==> src/rtl/reorder_buffer_if.sv <==
`default_nettype none
// ============================================================================
// Module      : reorder_buffer_if
// Description : Issue / writeback / query / commit / rollback bundle for the
//               reorder buffer. master = surrounding pipeline, slave = ROB.
// Revision    : 1.0 - initial release
// ============================================================================
interface reorder_buffer_if #(
    parameter int POS_WID = 4
);
    logic               rollback;
    logic [31:0]        rollback_pc;
    logic               rob_full;

    logic               issue;
    logic [1:0]         issue_type;
    logic [4:0]         issue_rd;
    logic [31:0]        issue_pc;
    logic               issue_pred_jump;
    logic [POS_WID-1:0] issue_rob_pos;

    logic [POS_WID-1:0] query_pos1;
    logic               query_ready1;
    logic [31:0]        query_val1;
    logic [POS_WID-1:0] query_pos2;
    logic               query_ready2;
    logic [31:0]        query_val2;

    logic               alu_result;
    logic [POS_WID-1:0] alu_rob_pos;
    logic [31:0]        alu_val;
    logic               alu_jump;
    logic [31:0]        alu_target;

    logic               lsb_result;
    logic [POS_WID-1:0] lsb_rob_pos;
    logic [31:0]        lsb_val;

    logic               rob_commit;
    logic [4:0]         rob_commit_rd;
    logic [31:0]        rob_commit_val;
    logic [POS_WID-1:0] rob_commit_rob_pos;
    logic               commit_store;

    modport master (
        input  rollback, rollback_pc, rob_full, issue_rob_pos,
        input  query_ready1, query_val1, query_ready2, query_val2,
        input  rob_commit, rob_commit_rd, rob_commit_val, rob_commit_rob_pos, commit_store,
        output issue, issue_type, issue_rd, issue_pc, issue_pred_jump,
        output query_pos1, query_pos2,
        output alu_result, alu_rob_pos, alu_val, alu_jump, alu_target,
        output lsb_result, lsb_rob_pos, lsb_val
    );

    modport slave (
        output rollback, rollback_pc, rob_full, issue_rob_pos,
        output query_ready1, query_val1, query_ready2, query_val2,
        output rob_commit, rob_commit_rd, rob_commit_val, rob_commit_rob_pos, commit_store,
        input  issue, issue_type, issue_rd, issue_pc, issue_pred_jump,
        input  query_pos1, query_pos2,
        input  alu_result, alu_rob_pos, alu_val, alu_jump, alu_target,
        input  lsb_result, lsb_rob_pos, lsb_val
    );
endinterface
`default_nettype wire

==> src/rtl/reorder_buffer.sv <==
`default_nettype none
// ============================================================================
// Module      : reorder_buffer
// Description : Circular in-order retirement buffer with result capture,
//               operand query, register/store commit and mispredict rollback.
//               Optional macro ROB_FORWARD_EN bypasses same-cycle broadcasts
//               onto the query ports.
// Revision    : 1.0 - initial release
// ============================================================================
module reorder_buffer #(
    parameter int ROB_SIZE = 16
) (
    input  wire logic        clk,
    input  wire logic        rst,
    input  wire logic        rdy,
    reorder_buffer_if.slave  bus
);
    localparam int c_POS_WID = $clog2(ROB_SIZE);
    localparam int c_CNT_WID = c_POS_WID + 1;
    localparam logic [c_CNT_WID-1:0] c_FULL = c_CNT_WID'(ROB_SIZE);

    typedef enum logic [1:0] {
        TYPE_REG    = 2'd0,
        TYPE_BRANCH = 2'd1,
        TYPE_STORE  = 2'd2
    } entry_type_e;

    logic                 r_busy   [ROB_SIZE];
    logic                 r_ready  [ROB_SIZE];
    entry_type_e          r_type   [ROB_SIZE];
    logic [4:0]           r_rd     [ROB_SIZE];
    logic [31:0]          r_pc     [ROB_SIZE];
    logic                 r_pred   [ROB_SIZE];
    logic [31:0]          r_val    [ROB_SIZE];
    logic                 r_jump   [ROB_SIZE];
    logic [31:0]          r_target [ROB_SIZE];

    logic [c_POS_WID-1:0] r_head;
    logic [c_POS_WID-1:0] r_tail;
    logic [c_CNT_WID-1:0] r_count;

    logic                 r_rollback;
    logic [31:0]          r_rollback_pc;
    logic                 r_commit;
    logic [4:0]           r_commit_rd;
    logic [31:0]          r_commit_val;
    logic [c_POS_WID-1:0] r_commit_pos;
    logic                 r_commit_store;

    logic w_full;
    logic w_issue_ok;
    logic w_commit;

    assign w_full     = (r_count == c_FULL);
    assign w_issue_ok = bus.issue && !w_full && !r_rollback;
    assign w_commit   = r_busy[r_head] && r_ready[r_head] && !r_rollback;

    assign bus.rob_full           = w_full;
    assign bus.issue_rob_pos      = r_tail;
    assign bus.rollback           = r_rollback;
    assign bus.rollback_pc        = r_rollback_pc;
    assign bus.rob_commit         = r_commit;
    assign bus.rob_commit_rd      = r_commit_rd;
    assign bus.rob_commit_val     = r_commit_val;
    assign bus.rob_commit_rob_pos = r_commit_pos;
    assign bus.commit_store       = r_commit_store;

    always_ff @(posedge clk) begin
        if (rst) begin
            r_head         <= '0;
            r_tail         <= '0;
            r_count        <= '0;
            r_rollback     <= 1'b0;
            r_rollback_pc  <= '0;
            r_commit       <= 1'b0;
            r_commit_rd    <= '0;
            r_commit_val   <= '0;
            r_commit_pos   <= '0;
            r_commit_store <= 1'b0;
            for (int i = 0; i < ROB_SIZE; i++) begin
                r_busy[i]  <= 1'b0;
                r_ready[i] <= 1'b0;
            end
        end else if (rdy) begin
            r_commit       <= 1'b0;
            r_commit_store <= 1'b0;
            if (r_rollback) begin
                r_rollback <= 1'b0;
                r_head     <= '0;
                r_tail     <= '0;
                r_count    <= '0;
                for (int i = 0; i < ROB_SIZE; i++) begin
                    r_busy[i]  <= 1'b0;
                    r_ready[i] <= 1'b0;
                end
            end else begin
                if (w_issue_ok) begin
                    r_busy[r_tail]  <= 1'b1;
                    r_ready[r_tail] <= (bus.issue_type == TYPE_STORE);
                    r_type[r_tail]  <= entry_type_e'(bus.issue_type);
                    r_rd[r_tail]    <= bus.issue_rd;
                    r_pc[r_tail]    <= bus.issue_pc;
                    r_pred[r_tail]  <= bus.issue_pred_jump;
                    r_tail          <= r_tail + 1'b1;
                end
                if (bus.alu_result && r_busy[bus.alu_rob_pos]) begin
                    r_ready[bus.alu_rob_pos]  <= 1'b1;
                    r_val[bus.alu_rob_pos]    <= bus.alu_val;
                    r_jump[bus.alu_rob_pos]   <= bus.alu_jump;
                    r_target[bus.alu_rob_pos] <= bus.alu_target;
                end
                if (bus.lsb_result && r_busy[bus.lsb_rob_pos]) begin
                    r_ready[bus.lsb_rob_pos] <= 1'b1;
                    r_val[bus.lsb_rob_pos]   <= bus.lsb_val;
                end
                // Commit clears come last so a late broadcast cannot revive a retired entry.
                if (w_commit) begin
                    r_busy[r_head]  <= 1'b0;
                    r_ready[r_head] <= 1'b0;
                    r_head          <= r_head + 1'b1;
                    case (r_type[r_head])
                        TYPE_REG: begin
                            r_commit     <= 1'b1;
                            r_commit_rd  <= r_rd[r_head];
                            r_commit_val <= r_val[r_head];
                            r_commit_pos <= r_head;
                        end
                        TYPE_STORE: r_commit_store <= 1'b1;
                        TYPE_BRANCH: begin
                            if (r_jump[r_head] != r_pred[r_head]) begin
                                r_rollback    <= 1'b1;
                                r_rollback_pc <= r_jump[r_head] ? r_target[r_head]
                                                                : r_pc[r_head] + 32'd4;
                            end
                        end
                        default: ;
                    endcase
                end
                case ({w_issue_ok, w_commit})
                    2'b10:   r_count <= r_count + 1'b1;
                    2'b01:   r_count <= r_count - 1'b1;
                    default: r_count <= r_count;
                endcase
            end
        end
    end

    always_comb begin
        bus.query_ready1 = r_busy[bus.query_pos1] && r_ready[bus.query_pos1];
        bus.query_val1   = r_val[bus.query_pos1];
        bus.query_ready2 = r_busy[bus.query_pos2] && r_ready[bus.query_pos2];
        bus.query_val2   = r_val[bus.query_pos2];
`ifdef ROB_FORWARD_EN
        if (bus.alu_result && bus.alu_rob_pos == bus.query_pos1) begin
            bus.query_ready1 = 1'b1;
            bus.query_val1   = bus.alu_val;
        end else if (bus.lsb_result && bus.lsb_rob_pos == bus.query_pos1) begin
            bus.query_ready1 = 1'b1;
            bus.query_val1   = bus.lsb_val;
        end
        if (bus.alu_result && bus.alu_rob_pos == bus.query_pos2) begin
            bus.query_ready2 = 1'b1;
            bus.query_val2   = bus.alu_val;
        end else if (bus.lsb_result && bus.lsb_rob_pos == bus.query_pos2) begin
            bus.query_ready2 = 1'b1;
            bus.query_val2   = bus.lsb_val;
        end
`endif
    end
endmodule
`default_nettype wire

==> src/flat_wrapper.sv <==
// flat-port wrapper written by rule: the top's interface ports become plain ports
module reorder_buffer_flat 
#(
    parameter int ROB_SIZE = 16
)
  (clk, rst, rdy, bus_rollback, bus_rollback_pc, bus_rob_full, bus_issue_rob_pos, bus_query_ready1, bus_query_val1, bus_query_ready2, bus_query_val2, bus_rob_commit, bus_rob_commit_rd, bus_rob_commit_val, bus_rob_commit_rob_pos, bus_commit_store, bus_issue, bus_issue_type, bus_issue_rd, bus_issue_pc, bus_issue_pred_jump, bus_query_pos1, bus_query_pos2, bus_alu_result, bus_alu_rob_pos, bus_alu_val, bus_alu_jump, bus_alu_target, bus_lsb_result, bus_lsb_rob_pos, bus_lsb_val);
  reorder_buffer_if #(.POS_WID(4)) bus_i ();
  input  wire logic clk;
  input  wire logic rst;
  input  wire logic rdy;
  output wire logic [$bits(bus_i.rollback)-1:0] bus_rollback;
  output wire logic [$bits(bus_i.rollback_pc)-1:0] bus_rollback_pc;
  output wire logic [$bits(bus_i.rob_full)-1:0] bus_rob_full;
  output wire logic [$bits(bus_i.issue_rob_pos)-1:0] bus_issue_rob_pos;
  output wire logic [$bits(bus_i.query_ready1)-1:0] bus_query_ready1;
  output wire logic [$bits(bus_i.query_val1)-1:0] bus_query_val1;
  output wire logic [$bits(bus_i.query_ready2)-1:0] bus_query_ready2;
  output wire logic [$bits(bus_i.query_val2)-1:0] bus_query_val2;
  output wire logic [$bits(bus_i.rob_commit)-1:0] bus_rob_commit;
  output wire logic [$bits(bus_i.rob_commit_rd)-1:0] bus_rob_commit_rd;
  output wire logic [$bits(bus_i.rob_commit_val)-1:0] bus_rob_commit_val;
  output wire logic [$bits(bus_i.rob_commit_rob_pos)-1:0] bus_rob_commit_rob_pos;
  output wire logic [$bits(bus_i.commit_store)-1:0] bus_commit_store;
  input wire logic [$bits(bus_i.issue)-1:0] bus_issue;
  input wire logic [$bits(bus_i.issue_type)-1:0] bus_issue_type;
  input wire logic [$bits(bus_i.issue_rd)-1:0] bus_issue_rd;
  input wire logic [$bits(bus_i.issue_pc)-1:0] bus_issue_pc;
  input wire logic [$bits(bus_i.issue_pred_jump)-1:0] bus_issue_pred_jump;
  input wire logic [$bits(bus_i.query_pos1)-1:0] bus_query_pos1;
  input wire logic [$bits(bus_i.query_pos2)-1:0] bus_query_pos2;
  input wire logic [$bits(bus_i.alu_result)-1:0] bus_alu_result;
  input wire logic [$bits(bus_i.alu_rob_pos)-1:0] bus_alu_rob_pos;
  input wire logic [$bits(bus_i.alu_val)-1:0] bus_alu_val;
  input wire logic [$bits(bus_i.alu_jump)-1:0] bus_alu_jump;
  input wire logic [$bits(bus_i.alu_target)-1:0] bus_alu_target;
  input wire logic [$bits(bus_i.lsb_result)-1:0] bus_lsb_result;
  input wire logic [$bits(bus_i.lsb_rob_pos)-1:0] bus_lsb_rob_pos;
  input wire logic [$bits(bus_i.lsb_val)-1:0] bus_lsb_val;
  assign bus_rollback = bus_i.rollback;
  assign bus_rollback_pc = bus_i.rollback_pc;
  assign bus_rob_full = bus_i.rob_full;
  assign bus_issue_rob_pos = bus_i.issue_rob_pos;
  assign bus_query_ready1 = bus_i.query_ready1;
  assign bus_query_val1 = bus_i.query_val1;
  assign bus_query_ready2 = bus_i.query_ready2;
  assign bus_query_val2 = bus_i.query_val2;
  assign bus_rob_commit = bus_i.rob_commit;
  assign bus_rob_commit_rd = bus_i.rob_commit_rd;
  assign bus_rob_commit_val = bus_i.rob_commit_val;
  assign bus_rob_commit_rob_pos = bus_i.rob_commit_rob_pos;
  assign bus_commit_store = bus_i.commit_store;
  assign bus_i.issue = bus_issue;
  assign bus_i.issue_type = bus_issue_type;
  assign bus_i.issue_rd = bus_issue_rd;
  assign bus_i.issue_pc = bus_issue_pc;
  assign bus_i.issue_pred_jump = bus_issue_pred_jump;
  assign bus_i.query_pos1 = bus_query_pos1;
  assign bus_i.query_pos2 = bus_query_pos2;
  assign bus_i.alu_result = bus_alu_result;
  assign bus_i.alu_rob_pos = bus_alu_rob_pos;
  assign bus_i.alu_val = bus_alu_val;
  assign bus_i.alu_jump = bus_alu_jump;
  assign bus_i.alu_target = bus_alu_target;
  assign bus_i.lsb_result = bus_lsb_result;
  assign bus_i.lsb_rob_pos = bus_lsb_rob_pos;
  assign bus_i.lsb_val = bus_lsb_val;
  reorder_buffer #(.ROB_SIZE(ROB_SIZE)) u_core (.clk(clk), .rst(rst), .rdy(rdy), .bus(bus_i));
endmodule
==> config.mk <==
export PLATFORM = sky130hd
export DESIGN_NAME = reorder_buffer_flat
export DESIGN_NICKNAME = d
export VERILOG_FILES = /design/src/rtl/reorder_buffer_if.sv /design/src/rtl/reorder_buffer.sv /design/src/flat_wrapper.sv
export SDC_FILE = /design/constraint.sdc
export NUM_CORES = 2
export LEC_CHECK = 0
export CAP_MARGIN = 30
export CORE_ASPECT_RATIO = 1.75
export CORE_MARGIN = 2
export CORE_UTILIZATION = 45
export CTS_BUF_LIST = sky130_fd_sc_hd__clkbuf_16
export DETAILED_ROUTE_END_ITERATION = 10
export GPL_ROUTABILITY_DRIVEN = 0
export MAX_ROUTING_LAYER = met4
export SLEW_MARGIN = 20
export SYNTH_ARGS = -nofsm -noshare
export SYNTH_HDL_FRONTEND = slang
export SYNTH_SLANG_ARGS = --single-unit
==> constraint.sdc <==
create_clock -name clk -period 9.6 [get_ports clk]
set_input_delay 1.92 -clock clk [delete_from_list [all_inputs] [get_ports clk]]
set_output_delay 1.92 -clock clk [all_outputs]
set_load 0.01 [all_outputs]
Word-level counts from Yosys, hierarchy flattened
Memories as Yosys holds them, arrays and structs flattened. A register that Yosys moved wholly into a read port is not among the register bits.
Cells that the tools add are included.
W data, S select, Z words.
Word-level totals
  input port bits: 159
  output and inout bits: 147
  logic and storage cells: 194
  memory bits (writable): 1712
  memories kept: 9
  flip-flop bits (word level): 52
Cells by class
  reductions and logical operators: 25
  bitwise operators: 33
  muxes and demuxes: 107
  equality and inequality tests: 7
  add/sub/neg operators: 5
Memory list
  u_core.r_pc: depth 16, width 32, rd ports 1, clocked after Yosys merged registers in 1, wr ports 1, RTL line reorder_buffer.sv:32  | logic [31:0] r_pc [ROB_SIZE];
  u_core.r_target: depth 16, width 32, rd ports 1, clocked after Yosys merged registers in 1, wr ports 1, RTL line reorder_buffer.sv:36  | logic [31:0] r_target [ROB_SIZE];
  u_core.r_val: depth 16, width 32, rd ports 3, clocked after Yosys merged registers in 1, wr ports 2, RTL line reorder_buffer.sv:34  | logic [31:0] r_val [ROB_SIZE];
  u_core.r_rd: depth 16, width 5, rd ports 1, clocked after Yosys merged registers in 1, wr ports 1, RTL line reorder_buffer.sv:31  | logic [4:0] r_rd [ROB_SIZE];
  u_core.r_type: depth 16, width 2, rd ports 1, clocked after Yosys merged registers in 1, wr ports 1, RTL line reorder_buffer.sv:30  | entry_type_e r_type [ROB_SIZE];
  u_core.r_busy: depth 16, width 1, rd ports 5, clocked after Yosys merged registers in 1, wr ports 16, RTL line reorder_buffer.sv:28  | logic r_busy [ROB_SIZE];
  +3 memories
Operators with widths (number)
  $mux W4: 24
  $mux W1: 80
  $add A32 B3 Y32 const B: 1
  $mux W32: 1
  $or A1 B1 Y1: 32
  $pmux W5 S2: 1
  $add A4 B1 Y4 const B: 2
  $logic_and A1 B1 Y1: 8
  $eq A2 B2 Y1 const B: 3
  $reduce_and A2 Y1: 3
  $reduce_or A1 Y1: 6
  $add A5 B1 Y5 const B: 1
  $eq A5 B5 Y1 const B: 1
  $mux W5: 1
  $reduce_and A5 Y1: 1
  $sub A5 B1 Y5 const B: 1
  $eq A2 B1 Y1 const B: 2
  $reduce_and A4 Y1: 1
  $reduce_bool A2 Y1: 2
  $reduce_bool A3 Y1: 1
  $logic_not A1 Y1: 2
  $logic_not A2 Y1: 1
  $ne A1 B1 Y1: 1
  $not A1 Y1: 1

Depth between registers and ports, before layout
  word-level depth: 11
  gate-level depth with buffers: 20
  gate-level depth less buffers: 16

Worst setup path after synthesis
OpenSTA, ideal clock, no wires.
  path type: input port to flip-flop
  from: input port bus_alu_rob_pos[0]
  to: memory u_core.r_val[14][0], enable pin
  slack: 2.199 ns
  stages on the path: 6
  data required time: 9.225 ns
  path buffers: 1
  arrival time: 7.025 ns
  setup time: 0.375 ns
  cell sequence: clkbuf_1 mux4_2 mux4_2 nand3_1 nor4_1 or2_2
RTL lines
  start, declared: RTL line flat_wrapper.sv:32  | input wire logic [$bits(bus_i.alu_rob_pos)-1:0] bus_alu_rob_pos;
  end, declared: RTL line reorder_buffer.sv:34

Final worst setup path
  from: input port bus_query_pos2[0]
  to: output port bus_query_val2[22]
Between the ends
  longest elaborated chain between the ends: 1
RTL lines
  start, declared: RTL line flat_wrapper.sv:30  | input wire logic [$bits(bus_i.query_pos2)-1:0] bus_query_pos2;
  $mem_v2 Z16 W32
  end, declared: RTL line flat_wrapper.sv:18  | output wire logic [$bits(bus_i.query_val2)-1:0] bus_query_val2;
No other way between the ends.

==> flow_summary.html <==
<table>
<tr><th>Metric</th><th>Value</th></tr>
<tr><th colspan="2">Logic synthesis</th></tr>
<tr><td>Share of flip-flops with an asynchronous set or reset after synthesis</td><td>0%</td></tr>
<tr><td>Synthesized net count</td><td>about 4,500</td></tr>
<tr><td>Share of the synthesized area in the top cell type</td><td>between 60% and 70%</td></tr>
<tr><td>Number of enable flip-flop cells after synthesis</td><td>roughly 1,700</td></tr>
<tr><td>Sequential fraction of the synthesis area</td><td>a little over three fifths</td></tr>
<tr><td>Cell taking the most area after synthesis</td><td>sky130_fd_sc_hd__edfxtp_1</td></tr>
<tr><td>Flip-flop and latch count after synthesis</td><td>~1,800</td></tr>
<tr><td>Cell area after synthesis</td><td>between 80,000 and 90,000 sq um</td></tr>
<tr><td>Synth area leaders</td><td>sky130_fd_sc_hd__edfxtp_1 60%, sky130_fd_sc_hd__mux4_2 22%, sky130_fd_sc_hd__mux2_2 6.9%</td></tr>
<tr><td>Mean post-synth cell area</td><td>roughly 19 sq um</td></tr>
<tr><td>Post-Syn Instances</td><td>roughly 4,400</td></tr>
<tr><td>Most instantiated flip-flop cell in the synthesis netlist</td><td>sky130_fd_sc_hd__edfxtp_1</td></tr>
<tr><td>Synth cell types</td><td>slightly above 70</td></tr>
<tr><td>Number of warnings reported in the yosys synthesis log</td><td>0</td></tr>
<tr><th colspan="2">Power</th></tr>
<tr><td>P per Cell Area</td><td>roughly 170 nW/um^2</td></tr>
<tr><td>Peak supply drop</td><td>0.1516 mV</td></tr>
<tr><td>LEAKAGE</td><td>around 30 nW</td></tr>
<tr><th colspan="2">Global routing</th></tr>
<tr><td>Number of global-route vias before repair</td><td>48,664</td></tr>
<tr><td>Largest net degree at the start of global routing</td><td>130</td></tr>
<tr><td>Overall global routing resource usage</td><td>between 20 and 30%</td></tr>
<tr><td>Overflow left after global routing</td><td>0</td></tr>
<tr><td>First-pass GRT wire length</td><td>362.7 mm</td></tr>
<tr><td>Antenna violations before repair</td><td>35</td></tr>
<tr><th colspan="2">Floorplan</th></tr>
<tr><td>Vertical extent of the die</td><td>between 500 and 600 um</td></tr>
<tr><td>Die footprint</td><td>190,400 sq um</td></tr>
<tr><td>Core area</td><td>185,400 sq um</td></tr>
<tr><td>Number of ports placed on the die boundary</td><td>approximately 300</td></tr>
<tr><td>Die Span X</td><td>approximately 330 um</td></tr>
<tr><td>Initial standard-cell utilization of the core</td><td>between 40 and 50%</td></tr>
<tr><td>Number of rows in the core area</td><td>roughly 210</td></tr>
<tr><th colspan="2">Critical path</th></tr>
<tr><td>Critical path capture point type</td><td>primary output</td></tr>
<tr><td>R2R setup slack</td><td>about 4.5 ns</td></tr>
<tr><td>Arr. time, crit path</td><td>around 4.8 ns</td></tr>
<tr><td>Cell depth of the worst flop-to-flop path</td><td>10</td></tr>
<tr><td>Worst path required time</td><td>between 7 and 8 ns</td></tr>
<tr><td>End of the worst register-to-register path</td><td>u_core.bus.rollback_pc[25]</td></tr>
<tr><td>Maximum fanout along the worst path</td><td>66</td></tr>
<tr><td>Startpoint class of the critical path</td><td>input port</td></tr>
<tr><td>Critical path start-end classification</td><td>in2out</td></tr>
<tr><th colspan="2">Detailed routing</th></tr>
<tr><td>Via total after detailed routing</td><td>45,810</td></tr>
<tr><td>Routed wire length per instance</td><td>35.70 um</td></tr>
<tr><td>Number of search-and-repair iterations in the first detailed-routing pass</td><td>5</td></tr>
<tr><td>Count of routing violations after the opening detailed-route iteration</td><td>approximately 4,400</td></tr>
<tr><td>Post-DRT Antenna Nets</td><td>0</td></tr>
<tr><td>Wire length after detailed routing</td><td>around 260 mm</td></tr>
<tr><td>Via-per-instance ratio</td><td>roughly 6.4</td></tr>
<tr><td>Residual DRC</td><td>0</td></tr>
<tr><th colspan="2">Final layout</th></tr>
<tr><td>Proportion of layout cells with a drive suffix above 1</td><td>between 30% and 40%</td></tr>
<tr><td>Commonest non-fill, non-tap cell in the layout</td><td>sky130_fd_sc_hd__edfxtp_1</td></tr>
<tr><td>Area Growth Syn to Fin</td><td>13.54%</td></tr>
<tr><td>Most frequent cells in the layout</td><td>1,680 x sky130_fd_sc_hd__edfxtp_1, 806 x sky130_fd_sc_hd__mux4_2, 516 x sky130_fd_sc_hd__mux2_2, 296 x sky130_fd_sc_hd__clkdlybuf4s50_1, 181 x sky130_fd_sc_hd__clkbuf_16</td></tr>
<tr><td>NumNets Final</td><td>around 4,800</td></tr>
<tr><th colspan="2">Clock network</th></tr>
<tr><td>Cell at the root of the clock tree</td><td>sky130_fd_sc_hd__clkbuf_16</td></tr>
<tr><td>Clock slew at reported path FFs</td><td>around 0.060 ns</td></tr>
<tr><td>Count of hold-fix buffers inserted at cts</td><td>0</td></tr>
<tr><td>Clock tree buffer depth</td><td>4</td></tr>
<tr><td>Post-CTS Setup Repair Bufs</td><td>0</td></tr>
<tr><td>CTS tree</td><td>done</td></tr>
<tr><td>Worst skew pair latency</td><td>0.84 ns</td></tr>
<tr><td>Clk sinks</td><td>about 1,800</td></tr>
<tr><td>Number of gates resized after cts</td><td>0</td></tr>
<tr><td>Total CTS buffers</td><td>~180</td></tr>
<tr><td>Level count of the clock H-tree</td><td>4</td></tr>
<tr><th colspan="2">Hold path</th></tr>
<tr><td>Class of the tightest hold or removal check</td><td>reg2reg</td></tr>
<tr><td>Hold_sp</td><td>u_core.bus.rob_commit</td></tr>
<tr><td>Sink of the worst hold path</td><td>u_core.bus.rob_commit</td></tr>
<tr><td>Number of stages on the worst hold path</td><td>2</td></tr>
<tr><th colspan="2">STA</th></tr>
<tr><td>Shortest period the worst path allows</td><td>approximately 6.7 ns</td></tr>
<tr><td>Top achievable clock speed</td><td>about 150 MHz</td></tr>
<tr><td>Accumulated negative setup slack</td><td>0 ns</td></tr>
<tr><td>Share of the clock period used by the worst path after layout</td><td>a little over two thirds</td></tr>
<tr><td>Slew headroom</td><td>a little under a third</td></tr>
<tr><td>Unrepaired setup endpoints after global routing</td><td>no</td></tr>
<tr><td>Number of failing setup endpoints in the final timing report</td><td>0</td></tr>
<tr><td>Pin slew with the least headroom to its limit</td><td>approximately 1.0 ns</td></tr>
<tr><td>Final worst hold slack</td><td>0.4744 ns</td></tr>
<tr><td>Hold violation total from the final report</td><td>0</td></tr>
<tr><td>Number of slew-limit violations in the final report</td><td>0</td></tr>
<tr><td>Final Skew</td><td>between 0.04 and 0.05 ns</td></tr>
<tr><td>Minimum setup slack in the final design</td><td>2.852 ns</td></tr>
<tr><th colspan="2">Run status</th></tr>
<tr><td>Result of the run</td><td>finished, final reports clean</td></tr>
<tr><th colspan="2">Placed design</th></tr>
<tr><td>Half-perimeter wire length after detailed placement</td><td>147.5 mm</td></tr>
<tr><td>Port Buffer Count</td><td>about 300</td></tr>
<tr><td>Worst setup slack after placement</td><td>2.760 ns</td></tr>
<tr><th colspan="2">Flow run</th></tr>
<tr><td>Number of max-cap violations</td><td>0</td></tr>
</table>
worst max-delay path, stage by stage:
cell,delay (ns)
sky130_fd_sc_hd__buf_8,0.63
sky130_fd_sc_hd__buf_4,0.60
sky130_fd_sc_hd__mux4_2,0.58
sky130_fd_sc_hd__mux4_2,0.50
sky130_fd_sc_hd__clkdlybuf4s50_1,0.54
metrics by stage:
| step | cell area [sq um] | std cells | power, mW | utilization (%) |
|---|---|---|---|---|
| finish | 95430 | 7184 | 16.29 | 51.47 |
| global route | 95410 | 7178 | 16.74 | 51.46 |
| CTS | 95320 | 7145 | 16.42 | 51.41 |
| detailed placement | 89850 | 6831 | 9.714 | 48.46 |
| global placement | 89690 | 6824 | 9.697 | 48.38 |
| floorplan | 84050 | 4363 | 9.339 | - |
area by class of cell:
cell class,count,area [sq um]
Fill cell,14800,89980
Sequential cell,1805,52980
Multi-Input combinational cell,2148,29650
Clock buffer,181,4529
Timing Repair Buffer,418,4061
Tap cell,2426,3035
Clock inverter,133,943.4
Inverter,35,132.6
Antenna cell,38,95.09
registers in the layout, summed over array words and instances, names as in the netlist, 32 cells and up, named ones only:
signal and flops:
u_core.r_pc 512, u_core.r_target 512, u_core.r_val 512, u_core.r_rd 80
u_core.bus.rob_commit_val 32, u_core.bus.rollback_pc 32, u_core.r_type 32
worst max path at each step:
stage / from / slack, ns / end
2_1_floorplan: bus_alu_rob_pos[0] / 2.20 / u_core.r_val[14][0]
3_3_place_gp: bus_query_pos2[0] / 2.79 / bus_query_val2[22]
3_5_place_dp: bus_query_pos2[0] / 2.76 / bus_query_val2[22]
4_1_cts: bus_query_pos2[0] / 2.75 / bus_query_val2[22]
5_1_grt: bus_query_pos2[0] / 2.63 / bus_query_val2[22]
6_report: bus_query_pos2[0] / 2.85 / bus_query_val2[22]
cell usage after synthesis, types with 12 or more instances:
| cell | count |
|---|---|
| sky130_fd_sc_hd__a21oi_1 | 105 |
| sky130_fd_sc_hd__a221oi_1 | 12 |
| sky130_fd_sc_hd__a22oi_1 | 35 |
| sky130_fd_sc_hd__a2bb2oi_1 | 14 |
| sky130_fd_sc_hd__a31oi_1 | 12 |
| sky130_fd_sc_hd__buf_1 | 67 |
| sky130_fd_sc_hd__buf_2 | 49 |
| sky130_fd_sc_hd__buf_4 | 15 |
| sky130_fd_sc_hd__clkbuf_1 | 228 |
| sky130_fd_sc_hd__dfxtp_1 | 125 |
| sky130_fd_sc_hd__edfxtp_1 | 1680 |
| sky130_fd_sc_hd__ha_1 | 13 |
| sky130_fd_sc_hd__inv_1 | 33 |
| sky130_fd_sc_hd__mux2_2 | 516 |
| sky130_fd_sc_hd__mux2i_1 | 86 |
| sky130_fd_sc_hd__mux4_2 | 806 |
| sky130_fd_sc_hd__nand2_1 | 149 |
| sky130_fd_sc_hd__nand2b_1 | 14 |
| sky130_fd_sc_hd__nand3_1 | 23 |
| sky130_fd_sc_hd__nor2_1 | 124 |
| sky130_fd_sc_hd__nor2b_1 | 16 |
| sky130_fd_sc_hd__nor3_1 | 26 |
| sky130_fd_sc_hd__o21ai_0 | 22 |
| sky130_fd_sc_hd__xnor2_1 | 16 |
layer usage:
| layer | track usage, % | vias to the layer above | routed length, um |
|---|---|---|---|
| li1 | - | 18787 | - |
| met1 | 31.71 | 24876 | 91550 |
| met2 | 48.52 | 1709 | 137000 |
| met3 | 5.628 | 438 | 18170 |
| met4 | 9.955 | 0 | 9815 |
| met5 | - | - | 0 |
report_power, final:
group | internal, mW | switching (mW)
clock network | 3.72 | 3.04
registers | 8.60 | 0.0139
logic | 0.450 | 0.477
kinds of logic after synthesis:
group / after synthesis / share of synthesized area, %
DFF: 1805 / 63.00
adders and majority gates: 14 / 0.2174
buffers and inverters: 410 / 2.166
muxes: 1420 / 29.89
and+or+nand+nor: 430 / 2.447
AOI/OAI and AO/OA: 265 / 2.077
xor gates and xnor gates: 19 / 0.1980
Note: power is estimated with default switching activity, not from simulation.
